[config.mk]
export PLATFORM = sky130hd
export DESIGN_NAME = icache_refill_ctrl_flat
export DESIGN_NICKNAME = d
export VERILOG_FILES = /design/src/rtl/icache_refill_ctrl_if.sv /design/src/rtl/icache_refill_ctrl.sv /design/src/flat_wrapper.sv
export SDC_FILE = /design/constraint.sdc
export NUM_CORES = 1
export LEC_CHECK = 0
export BUFFER_PORTS_ARGS = -buffer_cell sky130_fd_sc_hd__buf_2
export CAP_MARGIN = 20
export CORE_ASPECT_RATIO = 1.2
export CORE_MARGIN = 2
export CORE_UTILIZATION = 28
export CTS_BUF_LIST = sky130_fd_sc_hd__clkbuf_8
export DETAILED_ROUTE_END_ITERATION = 10
export PLACE_DENSITY = 0.67
export SYNTH_ARGS = -nofsm -noshare
export SYNTH_HDL_FRONTEND = slang
export SYNTH_SLANG_ARGS = --single-unit
[constraint.sdc]
create_clock -name clka -period 1.7 [get_ports clka]
set_input_delay 0.255 -clock clka [delete_from_list [all_inputs] [get_ports clka]]
set_output_delay 0.255 -clock clka [all_outputs]
set_load 0.05 [all_outputs]
[src/rtl/icache_refill_ctrl_if.sv]
// AXI4 read address/read data channels between the icache refill controller (master) and memory (slave).
interface icache_refill_ctrl_if #(
  parameter int ADDR_W = 32
) ();
  logic              arvalid;
  logic              arready;
  logic [ADDR_W-1:0] araddr;
  logic [7:0]        arlen;
  logic [2:0]        arsize;
  logic [1:0]        arburst;
  logic              rvalid;
  logic              rready;
  logic [31:0]       rdata;
  logic              rlast;

  modport master (
    output arvalid, araddr, arlen, arsize, arburst, rready,
    input  arready, rvalid, rdata, rlast
  );

  modport slave (
    input  arvalid, araddr, arlen, arsize, arburst, rready,
    output arready, rvalid, rdata, rlast
  );
endinterface

[src/rtl/icache_refill_ctrl.sv]
// Icache refill: one AXI INCR burst per miss, beats streamed into the data RAM, tag written only after the last beat.
// Miss-to-done is LINE_WORDS+3 cycles minimum; stalls on arready/rvalid, and rready stays high for the whole burst.
module icache_refill_ctrl #(
  parameter int  SET_NUM    = 64,
  parameter int  LINE_WORDS = 8,
  parameter int  ADDR_W     = 32,
  localparam int IDX_W      = $clog2(SET_NUM),
  localparam int OFF_W      = $clog2(LINE_WORDS)
) (
  input  logic                   clka,
  input  logic                   rst_n,
  input  logic                   miss_req,
  input  logic [ADDR_W-1:0]      miss_addr,
  output logic                   busy,
  output logic                   refill_done,
  output logic                   err,
  icache_refill_ctrl_if.master   axi,
  output logic                   data_we,
  output logic [IDX_W+OFF_W-1:0] data_addr,
  output logic [31:0]            data_din,
  output logic                   tag_ena,
  output logic [3:0]             tag_wea,
  output logic [IDX_W-1:0]       tag_addra,
  output logic [31:0]            tag_dina
);
  localparam int               LINE_LSB  = OFF_W + 2;
  localparam int               TAG_LSB   = LINE_LSB + IDX_W;
  localparam logic [OFF_W-1:0] LAST_WORD = OFF_W'(LINE_WORDS - 1);

  typedef enum logic [2:0] {S_IDLE, S_AR, S_R, S_TAG_WR, S_DONE} state_t;

  state_t                    state;
  logic [ADDR_W-1:LINE_LSB]  line_q;
  logic [OFF_W-1:0]          word_cnt;
  logic                      arvalid_q;
  logic [ADDR_W-1:0]         araddr_q;
  logic [7:0]                arlen_q;
  logic [2:0]                arsize_q;
  logic [1:0]                arburst_q;
  logic                      rready_q;
  logic [IDX_W-1:0]          index;
  logic                      beat;
  logic                      last_beat;
  logic                      unused_offset;

  assign index         = line_q[TAG_LSB-1:LINE_LSB];
  assign last_beat     = (word_cnt == LAST_WORD);
  assign unused_offset = ^miss_addr[LINE_LSB-1:0];

  // Beats go straight to the data RAM; gating with rst_n keeps the write port quiet during reset.
  assign beat      = rst_n && (state == S_R) && rready_q && axi.rvalid;
  assign data_we   = beat;
  assign data_addr = beat ? {index, word_cnt} : '0;
  assign data_din  = beat ? axi.rdata : '0;

  assign axi.arvalid = arvalid_q;
  assign axi.araddr  = araddr_q;
  assign axi.arlen   = arlen_q;
  assign axi.arsize  = arsize_q;
  assign axi.arburst = arburst_q;
  assign axi.rready  = rready_q;

  always_ff @(posedge clka) begin
    if (!rst_n) begin
      state       <= S_IDLE;
      line_q      <= '0;
      word_cnt    <= '0;
      arvalid_q   <= 1'b0;
      araddr_q    <= '0;
      arlen_q     <= '0;
      arsize_q    <= '0;
      arburst_q   <= '0;
      rready_q    <= 1'b0;
      busy        <= 1'b0;
      refill_done <= 1'b0;
      err         <= 1'b0;
      tag_ena     <= 1'b0;
      tag_wea     <= '0;
      tag_addra   <= '0;
      tag_dina    <= '0;
    end else begin
      case (state)
        S_IDLE: begin
          if (miss_req) begin
            line_q    <= miss_addr[ADDR_W-1:LINE_LSB];
            araddr_q  <= {miss_addr[ADDR_W-1:LINE_LSB], {LINE_LSB{1'b0}}};
            arlen_q   <= 8'(LINE_WORDS - 1);
            arsize_q  <= 3'b010;
            arburst_q <= 2'b01;
            arvalid_q <= 1'b1;
            busy      <= 1'b1;
            state     <= S_AR;
          end
        end
        S_AR: begin
          if (axi.arready) begin
            arvalid_q <= 1'b0;
            araddr_q  <= '0;
            arlen_q   <= '0;
            arsize_q  <= '0;
            arburst_q <= '0;
            rready_q  <= 1'b1;
            word_cnt  <= '0;
            state     <= S_R;
          end
        end
        S_R: begin
          if (beat) begin
            word_cnt <= word_cnt + 1'b1;
            // Line completion follows the beat count; a misplaced rlast only raises err.
            if (axi.rlast != last_beat) err <= 1'b1;
            if (last_beat) begin
              rready_q  <= 1'b0;
              tag_ena   <= 1'b1;
              tag_wea   <= 4'hF;
              tag_addra <= index;
              tag_dina  <= 32'(line_q[ADDR_W-1:TAG_LSB]);
              state     <= S_TAG_WR;
            end
          end
        end
        S_TAG_WR: begin
          tag_ena     <= 1'b0;
          tag_wea     <= '0;
          tag_addra   <= '0;
          tag_dina    <= '0;
          refill_done <= 1'b1;
          state       <= S_DONE;
        end
        S_DONE: begin
          refill_done <= 1'b0;
          busy        <= 1'b0;
          state       <= S_IDLE;
        end
        default: state <= S_IDLE;
      endcase
    end
  end
endmodule

[src/flat_wrapper.sv]
// flat-port wrapper written by rule: the top's interface ports become plain ports
module icache_refill_ctrl_flat 
#(
  parameter int  SET_NUM    = 64,
  parameter int  LINE_WORDS = 8,
  parameter int  ADDR_W     = 32,
  localparam int IDX_W      = $clog2(SET_NUM),
  localparam int OFF_W      = $clog2(LINE_WORDS)
)
  (clka, rst_n, miss_req, miss_addr, busy, refill_done, err, data_we, data_addr, data_din, tag_ena, tag_wea, tag_addra, tag_dina, axi_arvalid, axi_araddr, axi_arlen, axi_arsize, axi_arburst, axi_rready, axi_arready, axi_rvalid, axi_rdata, axi_rlast);
  icache_refill_ctrl_if #(.ADDR_W(ADDR_W)) axi_i ();
  input  logic clka;
  input  logic rst_n;
  input  logic miss_req;
  input  logic [ADDR_W-1:0] miss_addr;
  output logic busy;
  output logic refill_done;
  output logic err;
  output logic data_we;
  output logic [IDX_W+OFF_W-1:0] data_addr;
  output logic [31:0] data_din;
  output logic tag_ena;
  output logic [3:0] tag_wea;
  output logic [IDX_W-1:0] tag_addra;
  output logic [31:0] tag_dina;
  output wire logic [$bits(axi_i.arvalid)-1:0] axi_arvalid;
  output wire logic [$bits(axi_i.araddr)-1:0] axi_araddr;
  output wire logic [$bits(axi_i.arlen)-1:0] axi_arlen;
  output wire logic [$bits(axi_i.arsize)-1:0] axi_arsize;
  output wire logic [$bits(axi_i.arburst)-1:0] axi_arburst;
  output wire logic [$bits(axi_i.rready)-1:0] axi_rready;
  input wire logic [$bits(axi_i.arready)-1:0] axi_arready;
  input wire logic [$bits(axi_i.rvalid)-1:0] axi_rvalid;
  input wire logic [$bits(axi_i.rdata)-1:0] axi_rdata;
  input wire logic [$bits(axi_i.rlast)-1:0] axi_rlast;
  assign axi_arvalid = axi_i.arvalid;
  assign axi_araddr = axi_i.araddr;
  assign axi_arlen = axi_i.arlen;
  assign axi_arsize = axi_i.arsize;
  assign axi_arburst = axi_i.arburst;
  assign axi_rready = axi_i.rready;
  assign axi_i.arready = axi_arready;
  assign axi_i.rvalid = axi_rvalid;
  assign axi_i.rdata = axi_rdata;
  assign axi_i.rlast = axi_rlast;
  icache_refill_ctrl #(.SET_NUM(SET_NUM), .LINE_WORDS(LINE_WORDS), .ADDR_W(ADDR_W)) u_core (.clka(clka), .rst_n(rst_n), .miss_req(miss_req), .miss_addr(miss_addr), .busy(busy), .refill_done(refill_done), .err(err), .axi(axi_i), .data_we(data_we), .data_addr(data_addr), .data_din(data_din), .tag_ena(tag_ena), .tag_wea(tag_wea), .tag_addra(tag_addra), .tag_dina(tag_dina));
endmodule
==> results of run 1 <==
-- worst min-delay path by stage --
stage	start	end	slack (ps)	cells after the start
after global placement	u_core.line_q[29]	u_core.line_q[29]	440	2
after global routing	miss_addr[27]	u_core.axi.araddr[27]	100	2
after detailed placement	u_core.line_q[27]	u_core.line_q[27]	450	2
final	miss_addr[27]	u_core.axi.araddr[27]	120	2
after floorplan	miss_addr[10]	u_core.axi.araddr[10]	390	1
after CTS	miss_addr[27]	u_core.axi.araddr[27]	100	2
-- worst max-delay path: cells and delay by family, from the launching register on --
family / cells / cell delay, ps
buffers and inverters: 2 / 290
flip-flops: 1 / 330
AND/OR/NAND/NOR: 3 / 730
-- flip-flops by register name, indices dropped and copies added, names as in the netlist --
signal and flops:
u_core.word_cnt 3, u_core.state 3, u_core.line_q 27, u_core.axi.araddr 27, u_core.busy 1, u_core.tag_addra 6
u_core.axi.rready 1, u_core.tag_wea 1, u_core.axi.arlen 1, u_core.err 1, u_core.refill_done 1, u_core.tag_dina 21
-- routing by layer --
metal,vias to the layer above,part of all wire,track usage
li1,1652,-,-
met1,1627,0.37,0.168
met2,178,0.51,0.300
met3,20,0.085,0.0427
met4,0,0.032,0.0745
met5,-,0,0
-- kinds of logic after synthesis --
| kind of cell | count (synthesis) | share of synthesized area |
|---|---|---|
| multiplexers | 2 | 0.00535 |
| other | 1 | 0.00100 |
| buffers and inverters | 63 | 0.110 |
| XOR/XNOR | 1 | 0.00234 |
| adder cells (fa/ha/maj) | 2 | 0.00669 |
| flip-flops | 93 | 0.497 |
| AO/OA/AOI/OAI | 104 | 0.198 |
| AND/OR/NAND/NOR | 127 | 0.180 |
-- placed cells by master, fill, tap and decap left out, types with 3 or more instances in the layout --
cell	netlist	layout
buf_2	8	133
dfxtp_1	93	91
nand2_1	59	59
a22o_1	50	50
and2_4	0	41
a21oi_1	37	37
buf_8	2	32
conb_1	1	24
buf_4	35	20
buf_12	0	14
clkbuf_8	0	10
nand4_1	7	7
o21ai_0	6	6
nor2_1	5	5
buf_6	1	3
-- power by group --
group / internal, mW / switching, mW / total (mW)
Clock: 0.715 / 0.801 / 1.52
Combinational: 0.259 / 0.622 / 0.881
Sequential: 2.28 / 0.0626 / 2.34
-- per-stage QoR --
| step | hold WS [ps] | total power [mW] | setup TNS (ps) |
|---|---|---|---|
| final | 123 | 4.74 | -10260 |
| after global routing | 99.6 | 4.96 | -13660 |
| after CTS | 100 | 4.79 | -11140 |
| after detailed placement | 448 | 3.26 | -51.1 |
| after global placement | 443 | 3.25 | -2.50 |
| after floorplan | 388 | 3.03 | -485 |
-- area by class of cell --
cell class	count	area, um^2	share of cell area
Sequential cell	93	1860	0.334
Multi-Input combinational cell	260	1670	0.299
Timing Repair Buffer	203	1640	0.293
Tap cell	168	210	0.0376
Clock buffer	10	138	0.0246
Clock inverter	5	58.8	0.0105
Inverter	2	7.51	0.00134
-- repair_timing --
item,4_1_cts,5_1_grt
endpoints found under the setup margin,42,95
hold buffers,0,0
gates resized for setup,108,6
gates cloned,1,0
buffers inserted,0,1
==> impl_results.md, run 1 <==
- Status: finished with violations
- Failing checks: negative setup slack
- Total CTS buffers: 9
- Post-Syn Instances: between 300 and 400
- Final WS setup: -268 ps
- Slowest stage delay, CP: approximately 330 ps
- Yosys top cell by area: dfxtp_1
- Vias per std cell: approximately 4.7
- CTS Buffer Depth: 2
- Number of global-route vias before repair: around 3,400
- First-pass GRT wire length: around 18,000 um
- Final Cycle Share: 1.16
- Vias: ~3,500
- # DRC: 0
- Layout fillers: roughly 1,300
- CP Launch Type: flip-flop
- Most common cell in the netlist: dfxtp_1
- Endpoints failing setup: 42
- Top cell type's share of synthesized area: 0.497
- Core Util, Final: 0.426
- Worst-Margin Slew: approximately 520 ps
- Worst vdd ir: 0.441 mV
- Ys async rst share: 0
- Mapped Avg Cell Area: roughly 9.5 um^2
- Seq cells post-synth: 93
- DP Worst Slack: -14.4 ps
- Mapped Area: roughly 0.0037 mm^2
- Die H: between 100 and 150 um
- Drt total wl: roughly 12,000 um
- Max-slew violations: 0
- Layout Area Growth over Synthesis: 49.2%
- Most frequent CP cell: buf_12
- Initial Util: 0.285
- Final nets: around 640
- Yosys warnings: 0
- PwrDens: between 800 and 900 mW/mm^2
- 1st-iter DRT viols: around 180
- Final-report hold violation count: 0
- Routed WL per cell: roughly 16 um
- Synth Flop Type: dfxtp_1
- Crit. End Element: output port
- Placed instance count: around 720
- Fmax: ~500 MHz
- DP Area: around 0.0050 mm^2
- DP HPWL: 8330 um
- Slew HR: 0.653
- CTS root buf: clkbuf_8
- IO Count: between 200 and 250
- Reg2Reg Depth: 6
- IO buf count: 175
- Rows: 46
- Static Leak: approximately 2.6 nW
- Reg2Reg Setup Slack: roughly 60 ps
- Critical path type: reg2out
- Fin crit period: between 1500 and 2000 ps
- H-tree Lvls: 3
- Antenna violations before repair: 0
- Die Wd: 110 um
- RSZ-0062 raised after global routing: true
- DIE AREA: 0.0143 mm^2
- Reg2Reg Capture Point: u_core.tag_dina[10]
- Hold Crit Class: in2reg
- Ant diodes: 0
- Top cells by count, synth: 93 x dfxtp_1, 59 x nand2_1, 50 x a22o_1, 41 x and2_1, 37 x a21oi_1
- Seq/Total Area, Yosys: 0.497
- WP data arrival: about 1700 ps
- Crit-path cells: and4bb_2 > and3_4 > buf_12 > and2_4 > buf_12
- Grt ovf: 0
- Top fanout value on the critical path: 20
- Critical path destination: data_din[1]
- Synth area leaders: dfxtp_1 50%, a22o_1 12%, buf_4 7.0%
- Clock-pin slew on the worst setup and hold paths: 100 ps
- ANT nets after route: 0
- Layout cells sized above 1: 0.468
- Req. time, crit path: about 1400 ps
- Worst r2r src: u_core.word_cnt[1]
- Post-Layout Cell Count: approximately 740
- Gpl congestion: 0.857
- Crit path from: u_core.state[0]
- Worst-Skew Late Latency: between 300 and 400 ps
- Core area: between 0.01 and 0.015 mm^2
- Post-synth EDFFs: 0
- MaxCap Viol Count: 0
- GRT Total Usage: 0.162
- Drt first pass iters: 4
- Skew final: around 10 ps
- Post-synth cell types: 40
- Clock sinks: 93
- CTS tree: built
- Fin area: between 0.005 and 0.006 mm^2
- Pin count of the biggest net entering global routing: 23
- Slowest cell on crit path: dfxtp_2
Power figures use the tool's default switching activity.
==> run 2, diff against run 1 <==
- PLACE_DENSITY: 0.67 -> 0.55
- SETUP_SLACK_MARGIN: not set -> 0.15
==> run 2 against run 1 <==
  * Maximum frequency increased by 1.9%
  * Critical path depth unchanged
  * Cell area increased by 5.1%
  * Register-to-register slack got worse by 50 ps
  * Largest power group unchanged
  * The run still ends with negative setup slack left
  * Critical path type unchanged
  * Via count increased by 0.12%
  * Routed wire length decreased by 5.7%
  * Combinational power increased by 12%
  * Final cell count increased by 1.2%
  * Clock-buffer cell count unchanged
  * Power increased by 5.0%
  * Worst hold slack improved by 8.8 ps
==> impl_results.md, run 2 (synthesis gave the netlist of run 1 again) <==
- Status: finished with violations
- Failing checks: negative setup slack
- Routed WL per cell: 14.9 um (-6.8%)
- Pin count of the biggest net entering global routing: 24 (+4.3%)
- Drt total wl: 11,200 um (-5.7%)
- DP HPWL: 7670 um (-7.9%)
- Final-report hold violation count: 0 (unchanged)
- Top fanout value on the critical path: 23 (+15%)
- Endpoints failing setup: 42 (unchanged)
- Commonest non-fill, non-tap cell in the layout: buf_2
- Clock share of power: 0.331 (+0.011)
- Net Sw Frac: 0.301 (-0.0126)
- Worst vdd ir: 0.521 mV (+18%)
- Fin crit period: 1930 ps (-36.1 ps)
- IO Count: 205 (unchanged)
- First-pass GRT wire length: 16,400 um (-6.5%)
- Critical path type: reg2out
- Slowest cell on crit path: dfxtp_2
- Vias per std cell: 4.64 (-1.1%)
- Vias: 3,481 (+0.12%)
- Antenna violations before repair: 0 (unchanged)
- Drt first pass iters: 4 (unchanged)
- # DRC: 0 (unchanged)
- Layout cells sized above 1: 0.524 (+0.0563)
- Die H: 131 um (unchanged)
- Static Leak: 2.78 nW (+5.5%)
- Worst-Margin Slew: 551 ps (+35.1 ps)
- Final WS setup: -232 ps (+36.1 ps)
- Crit path from: u_core.state[2]
- Post-CTS Hold Buffers: 0 (unchanged)
- Max-slew violations: 0 (unchanged)
- Initial Util: 0.285 (unchanged)
- Core Util, Final: 0.447 (+0.0215)
- 1st-iter DRT viols: 110 (-39%)
- Number of global-route vias before repair: 3,274 (-4.3%)
- Switching power: 1.50 mW (+0.81%)
- Layout Area Growth over Synthesis: 56.8%
- IO buf count: 175 (unchanged)
- HP Start: miss_addr[24]
- Worst-Skew Late Latency: 360 ps (about the same)
- Fin area: 0.00587 mm^2 (+5.1%)
- CP Launch Type: flip-flop
- Clock sinks: 93 (unchanged)
- CTS Buffer Depth: 2 (unchanged)
- Rows: 46 (unchanged)
- Clock-pin slew on the worst setup and hold paths: 80 ps (-20 ps)
- WP data arrival: 1680 ps (-30 ps)
- Fmax: 518 MHz (+1.9%)
- Final nets: 649 (+1.2%)
- Worst r2r src: u_core.state[2]
- GRT Total Usage: 0.148 (-0.0138)
- Grt ovf: 0 (unchanged)
- Crit. End Element: output port
- DIE AREA: 0.0143 mm^2 (unchanged)
- H-tree Lvls: 3 (unchanged)
- PwrDens: 848 mW/mm^2 (about the same)
- RSZ-0062 raised after global routing: true
- Req. time, crit path: 1440 ps (about the same)
- ANT nets after route: 0 (unchanged)
- DP Area: 0.00487 mm^2 (-2.2%)
- Internal: 3.48 mW (+7.0%)
- CTS tree: built
- Combinational Power Share: 0.197 (+0.011)
- Hold Crit Class: in2reg
- Core area: 0.0131 mm^2 (unchanged)
- Ant diodes: 0 (unchanged)
- Slew HR: 0.630 (-0.0235)
- Gpl congestion: 0.754 (-12%)
- Slowest stage delay, CP: 330 ps (about the same)
- Final Cycle Share: 1.14 (-0.0212)
- Total CTS buffers: 9 (unchanged)
- Crit-path cells: and4bb_2 > and3_4 > buf_12 > and2_2 > buf_8
- MaxCap Viol Count: 0 (unchanged)
- Flop pwr share: 0.472 (-0.022)
- Most frequent cells in the layout: 133 x buf_2, 87 x dfxtp_1, 50 x a22o_1
- Overall power: 4.98 mW (+5.0%)
- Die Wd: 110 um (unchanged)
- Skew final: 14.4 ps (+4.23 ps)
- CTS root buf: clkbuf_8
[run 2: timing repair]
item                                   in CTS  in global routing
pin swaps                                  11                 19
gates cloned                                3                  2
endpoints found under the hold margin       0                  0
gates resized for setup                   154                 18
buffers inserted                            5                  1
setup endpoints to repair                  98                109
[run 2: power by group through the flow]
stage	Combinational (mW)	Clock, mW	Sequential [mW]
after floorplan	0.473	0	2.56
after global placement	0.846	0	2.39
after detailed placement	0.853	0	2.39
after CTS	0.947	1.70	2.34
after global routing	1.05	1.79	2.36
final	0.983	1.65	2.35
[run 2: critical path: cells and delay by family, from the launching register on]
kind	cells	cell delay, ps
flops	1	330
buf+inv	2	300
simple gates	3	690
[run 2: layout make-up]
cell class / count / area [um^2]
fill: 1238 / 7250
sequential: 93 / 1870
timing repair buffer: 211 / 1790
multi-input combinational: 260 / 1770
tap: 168 / 210
clock buffer: 10 / 138
clock inverter: 6 / 85.1
inverter: 2 / 7.51
[run 2: worst paths after layout]
path / endpoint / slack, ps / cells after the start
worst max-delay path: data_din[11] / -230 / 5
worst min-delay path: u_core.axi.araddr[24] / 130 / 2
worst min register to register: u_core.line_q[19] / 450 / 2
worst max register to register: u_core.line_q[16] / 10 / 6
[run 2: per-layer routing]
metal,GRT usage,up-vias,routed length (um)
met5,0,-,0
li1,-,1669,-
met2,0.276,156,5750
met3,0.0317,8,890
met4,0.0558,0,102
met1,0.162,1648,4410
[run 2: stage by stage]
stage / std cells / setup TNS, ps / hold WS (ps) / setup WS [ps]
2_1_floorplan: 416 / 0 / 388 / 5.68
3_3_place_gp: 723 / 0 / 443 / 54.4
3_5_place_dp: 723 / 0 / 450 / 31.8
4_1_cts: 747 / -10190 / 101 / -270
5_1_grt: 750 / -11750 / 111 / -311
6_report: 750 / -8670 / 132 / -232
==> run 3, diff against run 2 <==
- SKIP_CTS_REPAIR_TIMING: not set -> 1
==> run 3 against run 2 <==
  * The run still ends with negative setup slack left
  * Combinational power is 14% lower
  * Largest cell class unchanged
  * Setup slack worse by 9.1 ps
  * Clock-buffer cell count did not move
  * Power down 3.0%
  * Clock power barely moved
==> impl_results.md, run 3 (synthesis gave the netlist of run 1 again) <==
- Crit-path cells: and4bb_2 > and3_4 > buf_12 > and2_2 > buf_8
- Endpoints failing setup: 42 (unchanged)
- Worst-Skew Late Latency: 360 ps (about the same)
- CTS root buf: clkbuf_8
- IO buf count: 175 (unchanged)
- DP Worst Slack: 31.8 ps (unchanged)
- Most frequent cells in the layout: 133 x buf_2, 88 x dfxtp_1, 59 x nand2_1
- Drt first pass iters: 4 (unchanged)
- Drt total wl: 10,500 um (-6.2%)
- RSZ-0062 raised after global routing: true
- Antenna violations before repair: 0 (unchanged)
- Commonest non-fill, non-tap cell in the layout: buf_2
- Fin area: 0.00554 mm^2 (-5.6%)
- First-pass GRT wire length: 15,000 um (-8.1%)
- Die Wd: 110 um (unchanged)
- Clock-pin slew on the worst setup and hold paths: 100 ps (+20 ps)
- Slew HR: 0.643 (+0.0136)
- Fmax: 515 MHz (-0.47%)
- DP Area: 0.00487 mm^2 (unchanged)
- Failing checks: negative setup slack
- GRT Total Usage: 0.135 (-0.0126)
- Slowest cell on crit path: dfxtp_2
- Die H: 131 um (unchanged)
- Gpl congestion: 0.754 (unchanged)
- Vias per std cell: 4.62 (-0.54%)
- 1st-iter DRT viols: 131 (+19%)
- Critical path type: reg2out
- Final nets: 639 (-1.5%)
- Skew final: 14.5 ps (+0.141 ps)
- Worst-Margin Slew: 531 ps (-20.2 ps)
- Vias: 3,416 (-1.9%)
- Reg2Reg Setup Slack: 130 ps (+120 ps)
- Core area: 0.0131 mm^2 (unchanged)
- Slowest stage delay, CP: 340 ps (about the same)
- # DRC: 0 (unchanged)
- Top fanout value on the critical path: 23 (unchanged)
- Initial Util: 0.285 (unchanged)
- Layout cells sized above 1: 0.472 (-0.0520)
- Core Util, Final: 0.422 (-0.0252)
- Routed WL per cell: 14.1 um (-5.0%)
- Fin crit period: 1940 ps (+9.05 ps)
- Number of global-route vias before repair: 3,066 (-6.4%)
- Final WS setup: -241 ps (-9.05 ps)
- DIE AREA: 0.0143 mm^2 (unchanged)
- WP data arrival: 1690 ps (about the same)
- Worst vdd ir: 0.518 mV (-0.62%)
- Crit. End Element: output port
- Total CTS buffers: 9 (unchanged)
- PwrDens: 872 mW/mm^2 (+2.8%)
- Final-report hold violation count: 0 (unchanged)
- CTS Buffer Depth: 2 (unchanged)
- Req. time, crit path: 1440 ps (about the same)
- Layout Area Growth over Synthesis: 48.0%
- Final Cycle Share: 1.14 (+0.00532)
- Hold Crit Class: in2reg
- Setup_tns: -9080 ps (-409 ps)
- Grt ovf: 0 (unchanged)
- Ant diodes: 0 (unchanged)
- CTS tree: built
- ANT nets after route: 0 (unchanged)
- Static Leak: 2.62 nW (-5.6%)
- Final Hold Slack: 127 ps (-5.17 ps)
- Clock sinks: 93 (unchanged)
- CP Launch Type: flip-flop
- H-tree Lvls: 3 (unchanged)
- Pin count of the biggest net entering global routing: 24 (unchanged)
- DP HPWL: 7670 um (unchanged)
- MaxCap Viol Count: 0 (unchanged)
- IO Count: 205 (unchanged)
- Status: finished with violations
- Rows: 46 (unchanged)
- Max-slew violations: 0 (unchanged)
-- run 3: final cells by class --
class,instances,area (um^2)
clock inverters,6,85.1
well taps,168,210
flip-flops and latches,93,1870
fillers,1277,7580
repair buffers,201,1560
inverters,2,7.51
multi-input cells,260,1670
clock buffers,10,138
-- run 3: final timing paths --
path,from,endpoint,depth (start not counted)
setup / recovery,u_core.state[2],data_din[11],5
hold / removal,miss_addr[5],u_core.axi.araddr[5],2
setup reg to reg,u_core.word_cnt[0],u_core.tag_dina[0],6
hold reg to reg,u_core.line_q[19],u_core.line_q[19],2
-- run 3: through the flow --
| step | total power [mW] | std cells |
|---|---|---|
| CTS | 4.90 | 739 |
| floorplan | 3.04 | 416 |
| global route | 5.06 | 740 |
| detailed placement | 3.24 | 723 |
| finish | 4.83 | 740 |
| global placement | 3.23 | 723 |
-- run 3: per-layer routing --
layer  track usage  wire length (um)  vias up
li1              -                 -     1650
met1         0.146              4040     1599
met2         0.249              5370      158
met3        0.0342               932        9
met4        0.0566               120        0
met5             0                 0        -
-- run 3: report_power, final --
part / switching (mW) / leakage (nW) / internal [mW]
clock: 0.775 / 0.114 / 0.866
combinational: 0.605 / 1.75 / 0.243
sequential: 0.0608 / 0.761 / 2.28
-- run 3: worst max-delay path, delay by kind of cell (launching register included) --
kind / cells / cell delay, ps
flip-flops: 1 / 340
AND/OR/NAND/NOR: 3 / 690
buffers and inverters: 2 / 290
